`src/rtl/mem32x8_responder_if.sv`:
```
// Access bus for the 32x8 responder memory.
// Latency: n/a (signal bundle only).
// Backpressure: none; busy and err tell the requester when an access was refused.
//
// Ports (master = requester, slave = memory):
//   addr, data_in, read, write, clr      requester -> memory
//   data_out, rd_valid, busy, err,
//   wr_cnt, rd_cnt                       memory -> requester
interface mem32x8_responder_if #(
  parameter int WIDTH = 8
);
  logic [4:0]       addr;
  logic [WIDTH-1:0] data_in;
  logic             read;
  logic             write;
  logic             clr;
  logic [WIDTH-1:0] data_out;
  logic             rd_valid;
  logic             busy;
  logic             err;
  logic [7:0]       wr_cnt;
  logic [7:0]       rd_cnt;

  modport master (
    output addr, data_in, read, write, clr,
    input  data_out, rd_valid, busy, err, wr_cnt, rd_cnt
  );

  modport slave (
    input  addr, data_in, read, write, clr,
    output data_out, rd_valid, busy, err, wr_cnt, rd_cnt
  );
endinterface

```
`src/rtl/mem32x8_responder.sv`:
```
// 32x8 flop memory answering single-cycle read/write strobes, with a clear sweep.
// Latency: a write is stored on its sampling edge; read data, rd_valid and err are registered, one cycle.
// Backpressure: none; accesses arriving during the clear sweep or colliding are dropped and flagged on err.
//
// Ports: clk, rst (async, active-high); bus (slave modport): addr, data_in, read,
//   write, clr in; data_out, rd_valid, busy, err, wr_cnt, rd_cnt out.
module mem32x8_responder #(
  parameter int               DEPTH     = 32,
  parameter int               WIDTH     = 8,
  parameter logic [WIDTH-1:0] CLEAR_VAL = '0
) (
  input  logic                 clk,
  input  logic                 rst,
  mem32x8_responder_if.slave   bus
);

  typedef enum logic {IDLE, CLEAR} state_t;

  state_t           state;
  logic [4:0]       ptr;
  logic [WIDTH-1:0] mem [DEPTH];
  logic [WIDTH-1:0] data_out_q;
  logic             rd_valid_q;
  logic             busy_q;
  logic             err_q;
  logic [7:0]       wr_cnt_q;
  logic [7:0]       rd_cnt_q;

  always_ff @(posedge clk or posedge rst) begin
    if (rst) begin
      state      <= IDLE;
      ptr        <= '0;
      data_out_q <= '0;
      rd_valid_q <= 1'b0;
      busy_q     <= 1'b0;
      err_q      <= 1'b0;
      wr_cnt_q   <= '0;
      rd_cnt_q   <= '0;
      for (int i = 0; i < DEPTH; i++) mem[i] <= CLEAR_VAL;
    end else begin
      // Pulse outputs default low; only the branch that fires raises them.
      rd_valid_q <= 1'b0;
      err_q      <= 1'b0;
      case (state)
        IDLE: begin
          if (bus.clr) begin
            // clr has priority: any access sampled alongside it is dropped.
            state  <= CLEAR;
            busy_q <= 1'b1;
            ptr    <= '0;
            err_q  <= bus.read | bus.write;
          end else if (bus.read && bus.write) begin
            err_q <= 1'b1;
          end else if (bus.write) begin
            mem[bus.addr] <= bus.data_in;
            if (wr_cnt_q != 8'hFF) wr_cnt_q <= wr_cnt_q + 8'd1;
          end else if (bus.read) begin
            data_out_q <= mem[bus.addr];
            rd_valid_q <= 1'b1;
            if (rd_cnt_q != 8'hFF) rd_cnt_q <= rd_cnt_q + 8'd1;
          end
        end
        CLEAR: begin
          // One word per cycle; clr is ignored here so the sweep never restarts.
          mem[ptr] <= CLEAR_VAL;
          ptr      <= ptr + 5'd1;
          err_q    <= bus.read | bus.write;
          if (ptr == 5'(DEPTH - 1)) begin
            state  <= IDLE;
            busy_q <= 1'b0;
          end
        end
        default: state <= IDLE;
      endcase
    end
  end

  assign bus.data_out = data_out_q;
  assign bus.rd_valid = rd_valid_q;
  assign bus.busy     = busy_q;
  assign bus.err      = err_q;
  assign bus.wr_cnt   = wr_cnt_q;
  assign bus.rd_cnt   = rd_cnt_q;

endmodule

```
`src/flat_wrapper.sv`:
```
// flat-port wrapper written by rule: the top's interface ports become plain ports
module mem32x8_responder_flat 
#(
  parameter int               DEPTH     = 32,
  parameter int               WIDTH     = 8,
  parameter logic [WIDTH-1:0] CLEAR_VAL = '0
)
  (clk, rst, bus_addr, bus_data_in, bus_read, bus_write, bus_clr, bus_data_out, bus_rd_valid, bus_busy, bus_err, bus_wr_cnt, bus_rd_cnt);
  mem32x8_responder_if #(.WIDTH(WIDTH)) bus_i ();
  input  logic clk;
  input  logic rst;
  input wire logic [$bits(bus_i.addr)-1:0] bus_addr;
  input wire logic [$bits(bus_i.data_in)-1:0] bus_data_in;
  input wire logic [$bits(bus_i.read)-1:0] bus_read;
  input wire logic [$bits(bus_i.write)-1:0] bus_write;
  input wire logic [$bits(bus_i.clr)-1:0] bus_clr;
  output wire logic [$bits(bus_i.data_out)-1:0] bus_data_out;
  output wire logic [$bits(bus_i.rd_valid)-1:0] bus_rd_valid;
  output wire logic [$bits(bus_i.busy)-1:0] bus_busy;
  output wire logic [$bits(bus_i.err)-1:0] bus_err;
  output wire logic [$bits(bus_i.wr_cnt)-1:0] bus_wr_cnt;
  output wire logic [$bits(bus_i.rd_cnt)-1:0] bus_rd_cnt;
  assign bus_i.addr = bus_addr;
  assign bus_i.data_in = bus_data_in;
  assign bus_i.read = bus_read;
  assign bus_i.write = bus_write;
  assign bus_i.clr = bus_clr;
  assign bus_data_out = bus_i.data_out;
  assign bus_rd_valid = bus_i.rd_valid;
  assign bus_busy = bus_i.busy;
  assign bus_err = bus_i.err;
  assign bus_wr_cnt = bus_i.wr_cnt;
  assign bus_rd_cnt = bus_i.rd_cnt;
  mem32x8_responder #(.DEPTH(DEPTH), .WIDTH(WIDTH), .CLEAR_VAL(CLEAR_VAL)) u_core (.clk(clk), .rst(rst), .bus(bus_i));
endmodule
```
`config.mk`:
```
export PLATFORM = sky130hd
export DESIGN_NAME = mem32x8_responder_flat
export DESIGN_NICKNAME = d
export VERILOG_FILES = /design/src/rtl/mem32x8_responder_if.sv /design/src/rtl/mem32x8_responder.sv /design/src/flat_wrapper.sv
export SDC_FILE = /design/constraint.sdc
export NUM_CORES = 1
export LEC_CHECK = 0
export ABC_AREA = 1
export ABC_CLOCK_PERIOD_IN_PS = 13000
export CAP_MARGIN = 0
export CORE_MARGIN = 2
export CORE_UTILIZATION = 62
export CTS_CLUSTER_DIAMETER = 150
export DETAILED_ROUTE_END_ITERATION = 10
export GPL_TIMING_DRIVEN = 0
export PLACE_DENSITY = 0.86
export SYNTH_ARGS = -nofsm -noshare
export SYNTH_HDL_FRONTEND = slang
export SYNTH_SLANG_ARGS = --single-unit
```
`constraint.sdc`:
```
create_clock -name clk -period 13 [get_ports clk]
set_input_delay 3.9 -clock clk [delete_from_list [all_inputs] [get_ports clk]]
set_output_delay 3.9 -clock clk [all_outputs]
set_load 0.01 [all_outputs]
```
# After elaboration in Yosys (flattened, before gate mapping)
# Cells that the tools add are included.
# Widths: inputs -> output; s select.
[totals]
regBits = 289
input_bits = 18
out_inout_bits = 27
wordCells = 100
[op_classes]
addsub = 3
order_cmp = 4
n_eq_ne = 8
n_mux = 28
bitwise = 9
n_reduce_logical = 8
[op_table]
columns = ["operator", "n"]
rows = [
  ["$mux 256", 3],
  ["$pmux 256 s2", 1],
  ["$and 256x256->256", 1],
  ["$bwmux 256", 1],
  ["$not 256->256", 1],
  ["$demux 8 s5", 2],
  ["$bmux 8 s5", 1],
  ["$mux 8", 4],
  ["$add 8x1->8 const B", 2],
  ["$ne 8x8->1 const B", 2],
  ["$ge 6x6->1 const B", 2],
  ["$lt 6x1->1 const B", 2],
  ["$not 5->6", 2],
  ["$mux 1", 11],
  ["$ne 2x2->1 const B", 5],
  ["$pmux 5 s2", 1],
  ["$reduce_and 5->1", 2],
  ["$pmux 1 s2", 3],
  ["$reduce_and 6->1", 1],
  ["$add 5x1->5 const B", 1],
  ["$eq 5x5->1 const B", 1],
  ["$mux 5", 1],
  ["$not 1->1", 4],
  ["$logic_and 1x1->1", 3],
  ["3 further kinds", 3],
]

# Longest topological paths before layout
[depth]
ltp_word = 10
depth_mapped = 13
depth_no_buf = 11

# Worst setup path after synthesis
# Ideal clock, no wire load.
[synth_timing]
path_type = "input port to flip-flop"
start = "input port bus_read"
end = "register u_core.mem[248] in the netlist's numbering"
setup_ps = 135
arrival_ps = 4925
required_time_ps = 12865
path_slack_ps = 7939
stages = 7
path_buffers = 1
path_cell_list = "nor3_2 -> inv_1 -> nor3_4 -> nand2_1 -> clkbuf_1 -> nand3_1 -> o21ai_0"
[synth_via]
elab_chain_len = 3
[synth_rtl]
columns = ["element", "line_no", "source"]
rows = [
  ["from (decl)", "flat_wrapper.sv:14", "input wire logic [$bits(bus_i.read)-1:0] bus_read;"],
  ["$logic_and 1x1->1", "mem32x8_responder.sv:52", "end else if (bus.read && bus.write) begin"],
  ["$ne 2x2->1 (no line)", "n/a", ""],
  ["$reduce_and 3->1 (no line)", "n/a", ""],
  ["to (signal, indexed assignment)", "mem32x8_responder.sv:55", "mem[bus.addr] <= bus.data_in;"],
  ["to (decl)", "mem32x8_responder.sv:21", "logic [WIDTH-1:0] mem [DEPTH];"],
]
# Every way passes these cells.
# A chain may end at the register's enable or synchronous reset.

# Final worst setup path
[layout_timing]
start = "input port bus_addr[0]"
end = "register u_core.data_out_q[5], in the netlist u_core.bus.data_out[5]"
[layout_via]
elab_chain_len = 4
[layout_rtl]
columns = ["element", "line_no", "source"]
rows = [
  ["from (decl)", "flat_wrapper.sv:12", "input wire logic [$bits(bus_i.addr)-1:0] bus_addr;"],
  ["$not 5->6 (not written as such)", "mem32x8_responder.sv:58", "data_out_q <= mem[bus.addr];"],
  ["$bmux 8 s5", "mem32x8_responder.sv:58", ""],
  ["$mux 8 (not written as such) (2 in series)", "mem32x8_responder.sv:58", ""],
  ["to (signal assigned)", "mem32x8_responder.sv:58", ""],
  ["to (decl)", "mem32x8_responder.sv:22", "logic [WIDTH-1:0] data_out_q;"],
]
# Every way passes these cells. The select of a mux whose other input is x is not followed.

==> results.cfg <==
[run_status]
outcome = finished, final reports clean

[layout]
fin_area_um2 = 16000
nNetsFinal = 1915
seq_area_um2 = 7230
final_cell_count_no_fill = 2197
fin_util = 0.713
multiInputGateArea_um2 = 5960
syn_to_final_growth_pct = 14.1
drive_above_1_share = 0.0576
fillers = 1795

[grt]
antenna_found_initial = 0
grt_pass1_vias = 13313
grt_max_degree = 116
track_usage = 0.398
grt_first_pass_wirelength_mm = 72.7
globalRouteOverflowTotal = 0

[worst_setup_path]
worstPathArrival_ns = 6.59
cp_data_required_time_ns = 13.47
crit_fanout = 10
r2r_slack_ns = 10.65
crit_path_start_kind = input pin
crit_path_end_kind = flop
worstSetupPathType = in -> reg

[die]
coreArea_um2 = 22400
die_w_um = 154
die_area_um2 = 23800
num_io_pins = 45
dieHeight_um = 154
initial_core_util = 0.625
rows = 55

[timing]
setup_viol = 0
min_period_ns = 6.12
slew_headroom = 0.290
fin_crit_sh = 0.471
rsz0062_at_grt = false
fin_skew_ns = 0.0117
whs_ns = 0.511
hold_violations = 0
fmax_ghz = 0.163
tightest_slew_ns = 1.06
slew_violations = 0

[power]
seq_power_share = 0.423
p_clk_frac = 0.408
p_sw_w = 0.000701
switching_share = 0.295
p_int_w = 0.00168
ir_worst_vdd_v = 0.000100
power_leakage_nw = 7.80
power.density_nw_per_um2 = 149
p_comb_frac = 0.169

[logic_synthesis]
synth.net_count = 1837
synth-edff-count = 0
ys.flop_type = dfrtp_1
synth_seq_area_share = 0.516
ys_types = 27
synth.avg_cell_area_um2 = 7.74
syn_inst = 1811
async_flop_share = 1.00
synth-seq-cells = 289
netlist_area_um2 = 14000
ys_warn_count = 0

[routing]
routed_via_density = 6.27
ant_nets = 0
detail_route.iter0.violations = 1882
avgRoutedWirePerCell_um = 21.4
drc = 0
drtPass1Iterations = 6
wl_mm = 47.0
via_count = 13783

[worst_hold_path]
hold_class = reg -> reg

[clock_network]
root_buffer = clkbuf_16
clk_path_buf_depth = 3
htree_levels = 1
clock_latency_ns = 0.58
cts_sinks = 289
ctsHoldBuffers = 0
cts-buffers-inserted = 30
cts_resized = 0
cts_tree = done
post_cts_buffers = 0
path_clk_slew_ns = 0.06

[placement]
place_area_um2 = 14900
hpwl_mm = 32.1
globalplace.congestion = 1.06
place_inst = 2142
io_buffers = 44

[run]
drv_cap = 0
-- synthesized netlist by cell type (all sizes together), types with 9 or more instances --
cell,instances,area share
nor3,19,0.0079
clkbuf,61,0.016
nand2,650,0.17
buf,44,0.015
dfrtp,289,0.52
o21ai,239,0.085
xor2,9,0.0056
nor2,61,0.018
nand4,14,0.0062
o22ai,46,0.021
nand3,249,0.089
inv,103,0.028
-- cell type report --
| class | count | area share |
|---|---|---|
| sequential | 289 | 0.452 |
| buffer | 105 | 0.0275 |
| antenna | 2 | 0.000313 |
| clock buffer | 39 | 0.0548 |
| tap | 285 | 0.0223 |
| timing repair buffer | 46 | 0.0310 |
| clock inverter | 14 | 0.0149 |
| inverter | 103 | 0.0246 |
| multi-input combinational | 1314 | 0.373 |
-- state kept, by name, indices dropped and copies added, names as in the netlist --
name	flops
u_core.bus.rd_valid	1
u_core.mem	256
u_core.state	1
u_core.bus.busy	1
u_core.bus.err	1
u_core.bus.rd_cnt	8
u_core.ptr	5
u_core.bus.data_out	8
u_core.bus.wr_cnt	8
-- metrics by stage --
| stage | TNS, ns | power, W | worst slack (ns) |
|---|---|---|---|
| 6_report | 0 | 0.00238 | 6.88 |
| 5_1_grt | 0 | 0.00244 | 6.83 |
| 4_1_cts | 0 | 0.00236 | 7.06 |
| 3_5_place_dp | 0 | 0.00141 | 6.56 |
| 3_3_place_gp | -619.10 | 0.00139 | -2.16 |
| 2_1_floorplan | 0 | 0.00123 | 1.12 |
-- worst paths after layout --
path,startpoint,endpoint,cells past startpoint
worst max-delay path,bus_addr[0],u_core.bus.data_out[5],12
worst min-delay path,u_core.mem[193],u_core.mem[193],2
worst max register to register,u_core.ptr[2],u_core.mem[234],5
worst min register to register,u_core.mem[193],u_core.mem[193],2
max in group asynchronous,rst,u_core.bus.rd_cnt[7],3
min in group asynchronous,rst,u_core.mem[201],2
-- worst max-delay path, cell delays in order --
cell	delay, ns
clkdlybuf4s50_1	0.64
buf_2	0.31
clkbuf_1	0.71
o21ai_0	0.25
nand2_1	0.14
nand2_1	0.07
nand2_1	0.10
nand2_1	0.07
inv_1	0.09
nand3_1	0.16
nand2_1	0.10
inv_1	0.04
-- metal layers --
layer,wire length [um],global-route usage,up-vias
met1,17300,0.517,6496
met5,0,0,-
met3,6320,0.116,238
met2,20200,0.609,951
li1,-,-,6098
met4,3180,0.214,0
-- placed cells by master, fill, tap and decap left out, drive strengths merged --
cell type / instances
bufinv: 6
xnor2: 4
clkdlybuf4s50: 44
nand2: 650
clkbuf: 100
nand4: 14
ha: 8
clkinv: 4
o21ai: 239
clkinvlp: 4
inv: 103
diode: 2
nor3: 19
o22ai: 46
mux2: 4
nand3: 249
xor2: 9
a21oi: 3
buf: 46
or2: 8
dfrtp: 289
nor2: 61
-- power groups by stage --
stage	clock [W]	combinational [W]	sequential (W)
2_1_floorplan	0	0.000207	0.00102
3_3_place_gp	0	0.000373	0.00102
3_5_place_dp	0	0.000386	0.00102
4_1_cts	0.000965	0.000389	0.00100
5_1_grt	0.000999	0.000433	0.00101
6_report	0.000968	0.000402	0.00101
-- kinds of logic (layout without fill, tap and decap cells) --
logic type,count (synthesis),in the layout,synth area share
xor+xnor,13,13,0.00812
mux,4,4,0.00321
flops,289,289,0.516
buf+inv,208,307,0.0590
simple gates,1001,1001,0.300
compound gates,288,288,0.107
fa+ha+maj,8,8,0.00714
other cells,0,2,0
(Power assumes the default switching activity.)
